`src/rtl/dff_pipe_pkg.sv`:
```
// Shared helpers for the dff_pipe delay line.
// Holds the occupancy-count width function used by the RTL and the bench.
package dff_pipe_pkg;

    function automatic int unsigned cnt_w(int unsigned depth);
        return $clog2(depth + 1);
    endfunction

endpackage

```
`src/rtl/dff_pipe_stage.sv`:
```
// One valid/data register pair of the dff_pipe delay line.
// Loads its source on take; an invalid source clears vld but leaves data untouched.
module dff_pipe_stage #(
    parameter int unsigned      WIDTH     = 8,
    parameter logic [WIDTH-1:0] RESET_VAL = '0
) (
    input  logic             CK,
    input  logic             RS,
    input  logic             clr,
    input  logic             take,
    input  logic             src_vld,
    input  logic [WIDTH-1:0] src_data,
    output logic             vld,
    output logic [WIDTH-1:0] data
);

    logic             vld_q;
    logic [WIDTH-1:0] data_q;

    always_ff @(posedge CK or negedge RS) begin
        if (!RS) begin
            vld_q  <= 1'b0;
            data_q <= RESET_VAL;
        end else if (clr) begin
            vld_q  <= 1'b0;
        end else if (take) begin
            vld_q <= src_vld;
            if (src_vld) begin
                data_q <= src_data;
            end
        end
    end

    assign vld  = vld_q;
    assign data = data_q;

endmodule

```
`src/rtl/dff_pipe.sv`:
```
// WIDTH x DEPTH stallable register pipeline with bubble collapsing and occupancy count.
// Optional flush port is enabled by defining DFF_PIPE_FLUSH_EN.
module dff_pipe
    import dff_pipe_pkg::*;
#(
    parameter int unsigned      WIDTH     = 8,
    parameter int unsigned      DEPTH     = 4,
    parameter logic [WIDTH-1:0] RESET_VAL = '0
) (
    input  logic                     CK,
    input  logic                     RS,
    input  logic                     in_vld,
    output logic                     in_rdy,
    input  logic [WIDTH-1:0]         in_data,
    output logic                     out_vld,
    input  logic                     out_rdy,
    output logic [WIDTH-1:0]         out_data,
    output logic [cnt_w(DEPTH)-1:0]  count
`ifdef DFF_PIPE_FLUSH_EN
    ,
    input  logic                     flush
`endif
);

    localparam int unsigned CW = cnt_w(DEPTH);

    logic             clr;
    logic [DEPTH-1:0] vld;
    logic [DEPTH-1:0] take;
    logic [WIDTH-1:0] data [DEPTH];
    logic             push;
    logic             pop;
    logic [CW-1:0]    count_q;
    logic [CW-1:0]    count_d;

`ifdef DFF_PIPE_FLUSH_EN
    assign clr = flush;
`else
    assign clr = 1'b0;
`endif

    for (genvar i = 0; i < int'(DEPTH); i++) begin : g_stage
        logic             src_vld;
        logic [WIDTH-1:0] src_data;

        // Unrolled take chain: a stage may load if out_rdy or any stage at/after it is empty.
        assign take[i] = out_rdy | ~(&vld[DEPTH-1:i]);

        if (i == 0) begin : g_head
            assign src_vld  = in_vld;
            assign src_data = in_data;
        end else begin : g_body
            assign src_vld  = vld[i-1];
            assign src_data = data[i-1];
        end

        dff_pipe_stage #(
            .WIDTH     (WIDTH),
            .RESET_VAL (RESET_VAL)
        ) u_stage (
            .CK       (CK),
            .RS       (RS),
            .clr      (clr),
            .take     (take[i]),
            .src_vld  (src_vld),
            .src_data (src_data),
            .vld      (vld[i]),
            .data     (data[i])
        );
    end

    assign in_rdy   = take[0] & ~clr;
    assign out_vld  = vld[DEPTH-1];
    assign out_data = data[DEPTH-1];

    assign push = in_vld & in_rdy;
    assign pop  = out_vld & out_rdy;

    always_comb begin
        count_d = count_q;
        if (clr) begin
            count_d = '0;
        end else if (push && !pop) begin
            count_d = count_q + CW'(1);
        end else if (pop && !push) begin
            count_d = count_q - CW'(1);
        end
    end

    always_ff @(posedge CK or negedge RS) begin
        if (!RS) begin
            count_q <= '0;
        end else begin
            count_q <= count_d;
        end
    end

    assign count = count_q;

endmodule

```
`config.mk`:
```
export PLATFORM = sky130hd
export DESIGN_NAME = dff_pipe
export DESIGN_NICKNAME = d
export VERILOG_FILES = /design/src/rtl/dff_pipe_pkg.sv /design/src/rtl/dff_pipe_stage.sv /design/src/rtl/dff_pipe.sv
export SDC_FILE = /design/constraint.sdc
export NUM_CORES = 1
export LEC_CHECK = 0
export ABC_AREA = 1
export ABC_CLOCK_PERIOD_IN_PS = 2900
export CORE_ASPECT_RATIO = 1.25
export CORE_MARGIN = 1.5
export CORE_UTILIZATION = 43
export DETAILED_ROUTE_END_ITERATION = 8
export PLACE_DENSITY_LB_ADDON = 0.2
export SETUP_SLACK_MARGIN = 0.5
export SLEW_MARGIN = 15
export SYNTH_ARGS = -nofsm -noshare
export SYNTH_HDL_FRONTEND = slang
export SYNTH_SLANG_ARGS = --single-unit
```
`constraint.sdc`:
```
create_clock -name CK -period 2.9 [get_ports CK]
set_input_delay 0.435 -clock CK [delete_from_list [all_inputs] [get_ports CK]]
set_output_delay 0.435 -clock CK [all_outputs]
set_load 0.02 [all_outputs]
```
# [Yosys cells after proc, flatten, opt, wreduce, memory -nomap -nowiden]
# Cells that the tools add are included.
[totals] latchBits=0 output_inout_bits=13 mem_bits_ro=0 elab_cells=35 ff_bits=39 in_bits=12 n_memories=0 ram_bits=0
[classes] n_bitwise=10 div_mod_pow=0 mul=0 n_addsub=2 n_eq_ne=0 n_lt_le_gt_ge=0 n_reduce_logical=12 n_mux=2 shift=0
[ops] cell="2-bit AND reduction" count=5
[ops] cell="3-bit 2-to-1 mux" count=2
[ops] cell="1-bit inverter" count=4
[ops] cell="1-bit OR" count=4
[ops] cell="4-bit AND reduction" count=1
[ops] cell="3-bit by 1-bit adder with 3-bit output (second input constant)" count=1
[ops] cell="3-bit AND reduction" count=1
[ops] cell="3-bit by 1-bit subtractor with 3-bit output (second input constant)" count=1
[ops] cell="1-bit bitwise AND" count=2
[ops] cell="1-bit logical AND" count=2
[ops] cell="1-bit zero test" count=2
[ops] cell="2-bit nonzero test" count=1

# [Logic depth before layout (Yosys ltp)]
# Gate-level depths: netlist (run 1).
[logic_depth] word_depth=8 mapped_depth=14 mapped_depth_nobuf=13

# [Modules after synthesis]
# Synthesis (run 1) repeated with hierarchy kept, for this count alone.
[hier_totals] cells_unflattened=186 area_unflattened_um2=1774.2
[modules_own_cells] module="dff_pipe_stage" seq_area_each_um2=225.2 instances=4 cells_each=39 area_per_inst_um2=387.9
[modules_own_cells] module="dff_pipe" seq_area_each_um2=75.1 instances=1 cells_each=30 area_per_inst_um2=222.7

# [Worst setup path before layout (run 1)]
# No wires, ideal clock.
[synth_path] path_kind="reg2reg" from="reg g_stage[3].u_stage.vld_q" to="reg count_q[1] (netlist: count[1])" setup_time_ns=0.117 path_stages_with_launch=11 setup_slack_ns=1.015 path_buffers=0 arrival_time_ns=1.769 synth_period_minus_slack_ns=1.885 t_required_ns=2.783 path_cell_list="dfrtp_1 nand2_1 nor2_4 nand2_1 nand2_2 inv_1 ha_1 inv_1 fa_1 nand2_1 nand2_1"
[synth_between] elab_cells_between_ends=11 cone_classes="1 x mux; 4 x bitwise; 6 x reduce/logical"
[synth_lines] element="start: declaration" line_no="dff_pipe_stage.sv:17" text="logic vld_q;"
[synth_lines] element="start signal: assignment" line_no="dff_pipe_stage.sv:27" text="vld_q <= src_vld;"
[synth_lines] element="4-bit AND reduction" line_no="dff_pipe.sv:47" text="assign take[i] = out_rdy | ~(&vld[DEPTH-1:i]);"
[synth_lines] element="1-bit inverter" line_no="dff_pipe.sv:47"
[synth_lines] element="1-bit OR" line_no="dff_pipe.sv:47"
[synth_lines] element="1-bit bitwise AND" line_no="dff_pipe.sv:76" text="assign push = in_vld & in_rdy;"
[synth_lines] element="net push" line_no="dff_pipe.sv:31" text="logic push;"
[synth_lines] element="1-bit logical AND" line_no="dff_pipe.sv:83" text="end else if (push && !pop) begin"
[synth_lines] element="3-bit 2-to-1 mux" line_no="dff_pipe.sv:83"
[synth_lines] element="net count_d[1]" line_no="dff_pipe.sv:34" text="logic [CW-1:0] count_d;"
[synth_lines] element="end signal: assignment" line_no="dff_pipe.sv:94" text="count_q <= count_d;"
[synth_lines] element="end: declaration" line_no="dff_pipe.sv:33" text="logic [CW-1:0] count_q;"
# The timed path passes the listed nets, and every way through them passes these cells.
# A chain may end at the register's enable or synchronous reset.

# [Worst setup path after layout (run 1)]
[layout_path] from="in out_rdy" to="out in_rdy"
[layout_between] elab_chain_cells=1
[layout_lines] element="start: declaration" line_no="dff_pipe.sv:16" text="input logic out_rdy,"
[layout_lines] element="1-bit OR" line_no="dff_pipe.sv:47"
[layout_lines] element="end: declaration" line_no="dff_pipe.sv:13" text="output logic in_rdy,"
# Every way passes these cells.

==> qor.txt, run 1 <==
Status: finished clean
CTS buffer count: 5
First-pass DRT Iterations: 4
VDD IR max: 0.553 mV
First-pass GRT wire length: 4.83 mm
Routed wire length per instance: 11.0 um
Fmax achieved: 433 MHz
Crit path time final: 2.31 ns
Seq/Total Area, Yosys: 61.0%
Setup_tns: 0 ns
Final max-slew violation count: 0
RSZ-0062 raised after global routing: false
DRT antenna net count: 0
CTS Buffer Depth: 2
Worst hold path class: reg2reg
DRC violations left: 0
CTS tree: yes
Root buffer cell: clkbuf_8
Initial antenna violation count: 0
Synth Instances: 175
Top Usage Layer GRT: met2
Synth top area share: 61.0%
Ys Warns: 0
DP Worst Slack: 0.271 ns
Final setup vio count: 0
Num rows: 24
WL final: 2.66 mm
Period utilization: 79.7%
Crit path capture: in_rdy
Hold buffers post-CTS: 0
Clock Pin Slew Worst Setup and Hold Paths: 0.06 ns
Power Dens Cells: 946 nW/um^2
Layout cells sized above 1: 7.88%
Leakage: 1.02 nW
Met1 Track Usage GR: 16.5%
Fin util: 55.4%
Worst EP arrival: 1.88 ns
Setup Buffers After CTS: 0
Most frequent cells in the layout: nand2_1 (79), dfrtp_1 (38), nand3_1 (33)
Post-synthesis cell area: 1600 um^2
Tot GR Track Use: 15.4%
Die Footprint: 4100 um^2
FF-to-FF Start: g_stage[1].u_stage.vld$_DFFE_PN0N_
Max cap viols: 0
Vias in the first global route: 1136
Critical setup path kind: in2out
Area leader, netlist: dfrtp_1
Crit path capture type: output pin
Worst r2r path cells: 12
Initial Util: 45.5%
Reg-to-Reg End: count[2]$_DFFE_PN0P_
Area Growth Syn to Fin: 21.8%
Final #Nets: 216
Hold_ws: 0.466 ns
CP required: 2.47 ns
Ant diodes: 0
Crit Path Max Fanout: 11
Largest net degree at the start of global routing: 40
Syn_nets: 189
Clk_skew: 0.00559 ns
H-tree Lvls: 2
Final Hold Violating Endpoints: 0
Die Wd: 57.5 um
Reg2Reg Setup Slack: 0.81 ns
Worst-Margin Slew: 0.471 ns
Number of clock sinks: 39
Via-to-Cell Ratio: 4.87
Layout fillers: 323
Core ar.: 3510 um^2
Port-buffer cells: 24
Commonest non-fill, non-tap cell in the layout: nand2_1
Max_slew headroom: 68.6%
Cell variety after synth: 16
Final Wtd Congestion: 0.722
Synth top area cells: dfrtp_1 (61%), nand2_1 (19%), nand3_1 (10%)
Die Ht: 71.2 um
#FFs+latches synth: 39
Crit path from: out_rdy
Post-layout worst setup margin: 0.589 ns
IO Pins: 25
Hold path cells: 2
Critical Path Start Type: input port
Detailed Place HPWL: 2.02 mm
Grt met3 use: 5.48%
Initial DRC Count: 57
Routed via count: 1178
Global Route met2 Usage: 27.4%
Synthesized area per cell: 9.14 um^2
Worst-skew pair later-pin latency: 0.28 ns
Grt ovf: 0
[flip-flops by register name, summed over array words and instances (netlist names)]
| name | cells |
|---|---|
| count | 3 |
| g_stage.u_stage.data | 32 |
| g_stage.u_stage.vld | 4 |
[metal layers]
metal | vias to the layer above | share of wire (%)
met5 | - | 0
met4 | 0 | 1.6
met3 | 5 | 3.6
met2 | 25 | 54
met1 | 542 | 41
li1 | 606 | -
[power breakdown]
group	internal, mW	switching, mW	leakage (nW)
clock network	0.168	0.167	0.0422
logic	0.276	0.354	0.491
registers	0.732	0.145	0.485
total	1.18	0.666	1.02
[how the worst min path moves through the flow]
stage / start / end / slack [ns]
final: g_stage[3].u_stage.data[3]$_DFFE_PN0P_ / g_stage[3].u_stage.data[3]$_DFFE_PN0P_ / 0.47
after global routing: g_stage[1].u_stage.data[2]$_DFFE_PN0P_ / g_stage[1].u_stage.data[2]$_DFFE_PN0P_ / 0.49
after CTS: g_stage[3].u_stage.data[7]$_DFFE_PN0P_ / g_stage[3].u_stage.data[7]$_DFFE_PN0P_ / 0.47
after detailed placement: g_stage[3].u_stage.data[7]$_DFFE_PN0P_ / g_stage[3].u_stage.data[7]$_DFFE_PN0P_ / 0.46
after global placement: g_stage[3].u_stage.data[7]$_DFFE_PN0P_ / g_stage[3].u_stage.data[7]$_DFFE_PN0P_ / 0.45
after floorplan: RS / count[0]$_DFFE_PN0P_ / 0.14
[stage by stage]
step                cells  total power [mW]  area [um^2]
detailed placement    234              1.53         1860
CTS                   242              1.87         1950
finish                242              1.84         1950
floorplan             175              1.29         1600
global placement      234              1.49         1860
global route          242              1.99         1950
[cells in the mapped netlist]
cell,number
nand4_1,1
dfrtp_1,39
xnor2_1,1
nand2_4,1
inv_2,1
nand3_1,33
nand2_1,80
buf_6,1
inv_1,7
nand2_2,4
fa_1,1
buf_1,1
ha_1,1
buf_2,2
buf_4,1
nor2_4,1
[critical path: stages]
cell and delay, ns:
clkdlybuf4s50_1 0.55, nor2_4 0.08, nand2_2 0.17, clkdlybuf4s50_1 0.64
[layout make-up]
cell class / instances / area (um^2) / share of cell area [%]
Clock inverter: 1 / 5.00 / 0.257
Tap cell: 39 / 48.8 / 2.50
Clock buffer: 7 / 76.3 / 3.92
Multi-Input combinational cell: 123 / 563 / 28.9
Timing Repair Buffer: 25 / 248 / 12.7
Sequential cell: 39 / 977 / 50.2
Inverter: 8 / 30.0 / 1.54
[logic make-up (layout without fill, tap and decap cells)]
family,after synthesis,after routing,share of synthesized area (%)
flops,39,39,61.0
xor+xnor,1,1,0.548
buf+inv,13,41,3.91
fa+ha+maj,2,2,2.03
simple gates,120,120,32.5
[timing repair]
item	in CTS	in global routing
pin swaps	0	0
resized for setup	1	1
setup endpoints to repair	1	1
Note: power is estimated with default switching activity, not from simulation.
==> run 2, diff against run 1 <==
--- a/config.mk
+++ b/config.mk
@@ -6,7 +6,7 @@
 export NUM_CORES = 1
 export LEC_CHECK = 0
 export ABC_AREA = 1
-export ABC_CLOCK_PERIOD_IN_PS = 2900
+export ABC_CLOCK_PERIOD_IN_PS = 1900
 export CORE_ASPECT_RATIO = 1.25
 export CORE_MARGIN = 1.5
 export CORE_UTILIZATION = 43
==> constraint.sdc (replaced) <==
create_clock -name CK -period 1.9 [get_ports CK]
set_input_delay 0.285 -clock CK [delete_from_list [all_inputs] [get_ports CK]]
set_output_delay 0.285 -clock CK [all_outputs]
set_load 0.02 [all_outputs]
==> qor.txt, run 2 (synthesized netlist as in run 1, its figures left out) <==
Critical setup path kind: reg2reg
Worst hold path class: in2async
Crit path capture type: register
Area Growth Syn to Fin: 31.1%
Initial Util: 45.5% (unchanged)
H-tree Lvls: 2 (unchanged)
Final #Nets: 231 (+6.9%)
Routed wire length per instance: 11.6 um (+6.1%)
Die Ht: 71.2 um (unchanged)
Clock Pin Slew Worst Setup and Hold Paths: 0.07 ns (about the same)
Max cap viols: 0 (unchanged)
Final setup vio count: 0 (unchanged)
Register Area: 977 um^2 (unchanged)
Fin cells: 255 (+5.4%)
Final Wtd Congestion: 0.787 (+9.1%)
DRC violations left: 0 (unchanged)
Ant diodes: 0 (unchanged)
CTS tree: yes
Period utilization: 85.5%
Root buffer cell: clkbuf_8
RSZ-0062 raised after global routing: true
Post-layout worst setup margin: 0.275 ns (-0.314 ns)
Via-to-Cell Ratio: 4.90 (+0.70%)
Port-buffer cells: 24 (unchanged)
Leakage: 1.14 nW (+12%)
Crit path time final: 1.63 ns
Power Total: 2.92 mW (+58%)
Layout fillers: 315 (-2.5%)
Crit Path Max Fanout: 3 (-8)
Worst EP arrival: 1.80 ns (-0.08 ns)
Setup_tns: 0 ns (unchanged)
Number of flip-flops in the largest register: 32 (unchanged)
Worst-skew pair later-pin latency: 0.28 ns (about the same)
Initial DRC Count: 43 (-25%)
Grt ovf: 0 (unchanged)
Largest net degree at the start of global routing: 31 (-23%)
Die Footprint: 4100 um^2 (unchanged)
Hold buffers post-CTS: 0 (unchanged)
Max_slew headroom: 67.5% (-1.1 points)
Status: finished clean
Num rows: 24 (unchanged)
Layout cells sized above 1: 18.1% (+10 points)
Worst-Margin Slew: 0.485 ns (+0.0149 ns)
Commonest non-fill, non-tap cell in the layout: nand2_1
Area of the multi-input gates: 606 um^2 (+7.6%)
IO Pins: 25 (unchanged)
Fmax achieved: 615 MHz
Detailed Place HPWL: 2.25 mm (+12%)
Number of clock sinks: 39 (unchanged)
Most frequent cells in the layout: nand2_1 (76), dfrtp_1 (38), nand3_1 (33)
Vias in the first global route: 1225 (+7.8%)
Die Wd: 57.5 um (unchanged)
Routed via count: 1250 (+6.1%)
Core ar.: 3510 um^2 (unchanged)
Tot GR Track Use: 16.7% (+1.3 points)
First-pass GRT wire length: 5.22 mm (+8.1%)
FF-to-FF Start: g_stage[3].u_stage.vld$_DFFE_PN0N_
CTS Buffer Depth: 2 (unchanged)
Crit path from: g_stage[3].u_stage.vld$_DFFE_PN0N_
CP required: 2.07 ns (-0.40 ns)
WL final: 2.97 mm (+12%)
Dpl cells: 243 (+3.8%)
VDD IR max: 1.06 mV (+93%)
Final Hold Violating Endpoints: 0 (unchanged)
DP Worst Slack: -0.124 ns (-0.396 ns)
Final max-slew violation count: 0 (unchanged)
CTS buffer count: 5 (unchanged)
DRT antenna net count: 0 (unchanged)
Initial antenna violation count: 0 (unchanged)
Fin util: 59.7% (+4.2 points)
First-pass DRT Iterations: 4 (unchanged)
Critical Path Start Type: register
Clk_skew: 0.00556 ns (-0.0000323 ns)
Power Dens Cells: 1390 nW/um^2 (+47%)
-- run 2: critical path: stages (launching register included) --
cell and delay (ns):
dfrtp_2 0.42, nand2_2 0.08, nor2_4 0.04, nand2_4 0.08, nand2_4 0.05, inv_2 0.06, ha_4 0.14, inv_4 0.04
fa_2 0.36, nand2_2 0.08, nand3_1 0.07, nand2_1 0.06, nand2_1 0.04
-- run 2: cell type report --
class / count / area share (%)
flip-flops and latches: 39 / 46.6
multi-input cells: 123 / 28.9
repair buffers: 40 / 17.0
clock buffers: 5 / 3.28
well taps: 39 / 2.33
inverters: 8 / 1.55
clock inverters: 1 / 0.358
-- run 2: final timing paths --
check                                                         end  slack (ns)  depth (start not counted)
setup / recovery                             count[2]$_DFFE_PN0P_        0.27                         12
hold / removal             g_stage[3].u_stage.data[7]$_DFFE_PN0P_        0.33                          1
setup reg to reg                             count[2]$_DFFE_PN0P_        0.27                         12
hold reg to reg            g_stage[3].u_stage.data[7]$_DFFE_PN0P_        0.47                          2
max in group asynchronous                    count[2]$_DFFE_PN0P_        1.05                          2
min in group CK            g_stage[3].u_stage.data[7]$_DFFE_PN0P_        0.47                          2
-- run 2: stage by stage --
stage | instance area (um^2) | hold WS, ns
floorplan | 1630 | -0.0106
global placement | 1970 | 0.453
detailed placement | 1970 | 0.457
CTS | 2060 | 0.333
global route | 2100 | 0.361
finish | 2100 | 0.334
-- run 2: power breakdown --
group,switching (mW),internal [mW]
clock network,0.253,0.243
logic,0.666,0.472
registers,0.166,1.12
-- run 2: layer usage --
metal	vias to the layer above	share of wire [%]	GRT usage [%]	wire, um
met3	5	4.9	4.94	145
met4	0	1.8	7.24	54
met5	-	0	0	0
li1	636	-	-	-
met1	579	39	17.7	1150
met2	30	54	30.1	1620
-- run 2: repair_timing --
item	in CTS	in global routing
hold endpoints to repair	0	0
cloned	0	0
setup buffers	3	3
pin swaps	6	1
endpoints found under the setup margin	15	14
resized for setup	19	2
==> run 3, diff against run 2 <==
--- a/config.mk
+++ b/config.mk
@@ -9,7 +9,7 @@
 export ABC_CLOCK_PERIOD_IN_PS = 1900
 export CORE_ASPECT_RATIO = 1.25
 export CORE_MARGIN = 1.5
-export CORE_UTILIZATION = 43
+export CORE_UTILIZATION = 47
 export DETAILED_ROUTE_END_ITERATION = 8
 export PLACE_DENSITY_LB_ADDON = 0.2
 export SETUP_SLACK_MARGIN = 0.5
==> constraint.sdc (replaced) <==
create_clock -name CK -period 1.9 [get_ports CK]
set_input_delay 0.19 -clock CK [delete_from_list [all_inputs] [get_ports CK]]
set_output_delay 0.19 -clock CK [all_outputs]
set_load 0.02 [all_outputs]
==> qor.txt, run 3 (synthesized netlist as in run 1, its figures left out) <==
Final Wtd Congestion: 0.716 (-9.0%)
Num rows: 23 (-4.2%)
Number of flip-flops in the largest register: 32 (unchanged)
CTS Buffer Depth: 2 (unchanged)
Leakage: 1.12 nW (-1.8%)
Sequential share of power: 44.2% (+0.2 points)
CTS buffer count: 5 (unchanged)
First-pass GRT wire length: 4.96 mm (-5.0%)
Worst-skew pair later-pin latency: 0.28 ns (about the same)
Status: finished clean
Critical Path Start Type: register
VDD IR max: 0.930 mV (-13%)
First-pass DRT Iterations: 4 (unchanged)
Dpl cells: 239 (-1.6%)
Clock Pin Slew Worst Setup and Hold Paths: 0.07 ns (about the same)
Hold buffers post-CTS: 0 (unchanged)
Final setup vio count: 0 (unchanged)
Core ar.: 3220 um^2 (-8.3%)
Commonest non-fill, non-tap cell in the layout: nand2_1
WL final: 2.84 mm (-4.4%)
Setup_tns: 0 ns (unchanged)
Clock network fraction of total power: 18.1% (+1.1 points)
Ant diodes: 0 (unchanged)
Worst-Margin Slew: 0.465 ns (-0.0209 ns)
Detailed Place HPWL: 2.08 mm (-7.8%)
RSZ-0062 raised after global routing: true
Routed wire length per instance: 11.2 um (-4.0%)
Worst hold path class: in2async
Final Hold Violating Endpoints: 0 (unchanged)
Worst EP arrival: 1.79 ns (about the same)
Power Total: 2.91 mW (-0.42%)
Comb pwr share: 37.6% (-1.4 points)
Grt ovf: 0 (unchanged)
Port-buffer cells: 24 (unchanged)
Initial antenna violation count: 0 (unchanged)
Layout fillers: 292 (-7.3%)
Max_slew headroom: 69.0% (+1.5 points)
CTS tree: yes
Largest net degree at the start of global routing: 40 (+29%)
Pint: 1.83 mW (-0.18%)
Die Wd: 55.2 um (-4.1%)
Initial DRC Count: 40 (-7.0%)
DRT antenna net count: 0 (unchanged)
Root buffer cell: clkbuf_8
Crit path time final: 1.61 ns (-0.0148 ns)
Tot GR Track Use: 18.7% (+2.0 points)
Crit path capture type: register
Switch Pwr: 1.08 mW (-0.82%)
Die Ht: 68.2 um (-4.2%)
DRC violations left: 0 (unchanged)
H-tree Lvls: 2 (unchanged)
Critical setup path kind: reg2reg
Area Growth Syn to Fin: 29.8%
Routed via count: 1242 (-0.64%)
IO Pins: 25 (unchanged)
Final max-slew violation count: 0 (unchanged)
Layout cells sized above 1: 18.9% (+0.84 points)
Max cap viols: 0 (unchanged)
Number of clock sinks: 39 (unchanged)
Net Sw Frac: 37.0% (-0.15 points)
Register Area: 977 um^2 (unchanged)
Hold_ws: 0.320 ns (-0.0140 ns)
Vias in the first global route: 1176 (-4.0%)
Period utilization: 84.8% (-0.78 points)
Area of the multi-input gates: 596 um^2 (-1.7%)
Fmax achieved: 621 MHz (+0.92%)
Fin cells: 254 (-0.39%)
Final #Nets: 230 (-0.43%)
Most frequent cells in the layout: nand2_1 (76), dfrtp_1 (38), nand3_1 (32)
Crit Path Max Fanout: 2 (-1)
Via-to-Cell Ratio: 4.89 (-0.25%)
Power Dens Cells: 1400 nW/um^2 (+0.54%)
Initial Util: 49.6% (+4.1 points)
Die Footprint: 3760 um^2 (-8.1%)
Clk_skew: 0.00425 ns (-0.00131 ns)
CP required: 2.08 ns (about the same)
run 3: worst max-delay path, cell delays in order, from the launching register on:
cell	delay (ns)
dfrtp_2	0.41
nand2_2	0.08
nor2_4	0.04
nand2_2	0.08
nand2_4	0.05
inv_2	0.06
ha_4	0.14
inv_4	0.03
fa_2	0.35
nand2_2	0.10
nand3_2	0.07
nand2_1	0.05
nand2_1	0.05
run 3: layer usage:
layer	up-vias	share of wire, %	global-route usage, %
met5	-	0	0
met4	0	2.7	8.23
met3	10	5.1	5.02
met2	32	53	35.0
met1	568	39	18.6
li1	632	-	-
run 3: final cells by class:
class | count | area share (%)
Clock buffer | 6 | 3.50
Clock inverter | 2 | 0.603
Inverter | 8 | 1.57
Multi-Input combinational cell | 123 | 28.7
Sequential cell | 39 | 47.1
Tap cell | 37 | 2.23
Timing Repair Buffer | 39 | 16.3
run 3: worst paths after layout:
check	from	end	slack (ns)	cells after the start
max reg2reg	g_stage[3].u_stage.vld$_DFFE_PN0N_	count[2]$_DFFE_PN0P_	0.29	12
max	g_stage[3].u_stage.vld$_DFFE_PN0N_	count[2]$_DFFE_PN0P_	0.29	12
max in group asynchronous	RS	g_stage[3].u_stage.vld$_DFFE_PN0N_	1.24	2
min in group CK	in_data[1]	g_stage[0].u_stage.data[1]$_DFFE_PN0P_	0.46	3
min reg2reg	g_stage[3].u_stage.data[6]$_DFFE_PN0P_	g_stage[3].u_stage.data[6]$_DFFE_PN0P_	0.47	2
min	RS	count[1]$_DFFE_PN0P_	0.32	2
run 3: power by group through the flow:
| stage | Combinational [mW] | Sequential, mW | Clock, mW |
|---|---|---|---|
| final | 1.09 | 1.29 | 0.527 |
| after global routing | 1.25 | 1.32 | 0.586 |
| after CTS | 1.08 | 1.29 | 0.540 |
| after detailed placement | 1.09 | 1.31 | 0 |
| after global placement | 1.06 | 1.30 | 0 |
| after floorplan | 0.588 | 1.41 | 0 |
run 3: through the flow:
stage | worst slack [ns] | util (%) | cell area (um^2)
6_report | 0.289 | 64.4 | 2080
5_1_grt | 0.201 | 64.4 | 2080
4_1_cts | 0.277 | 63.6 | 2050
3_5_place_dp | -0.0153 | 60.2 | 1940
3_3_place_gp | 0.0587 | 60.2 | 1940
2_1_floorplan | 0.178 | - | 1630
run 3: what timing repair did:
item,4_1_cts,5_1_grt
gates cloned,0,0
pin swaps,6,0
gates resized for setup,18,6
endpoints found under the hold margin,0,0
endpoints found under the setup margin,15,3
buffers inserted,4,3
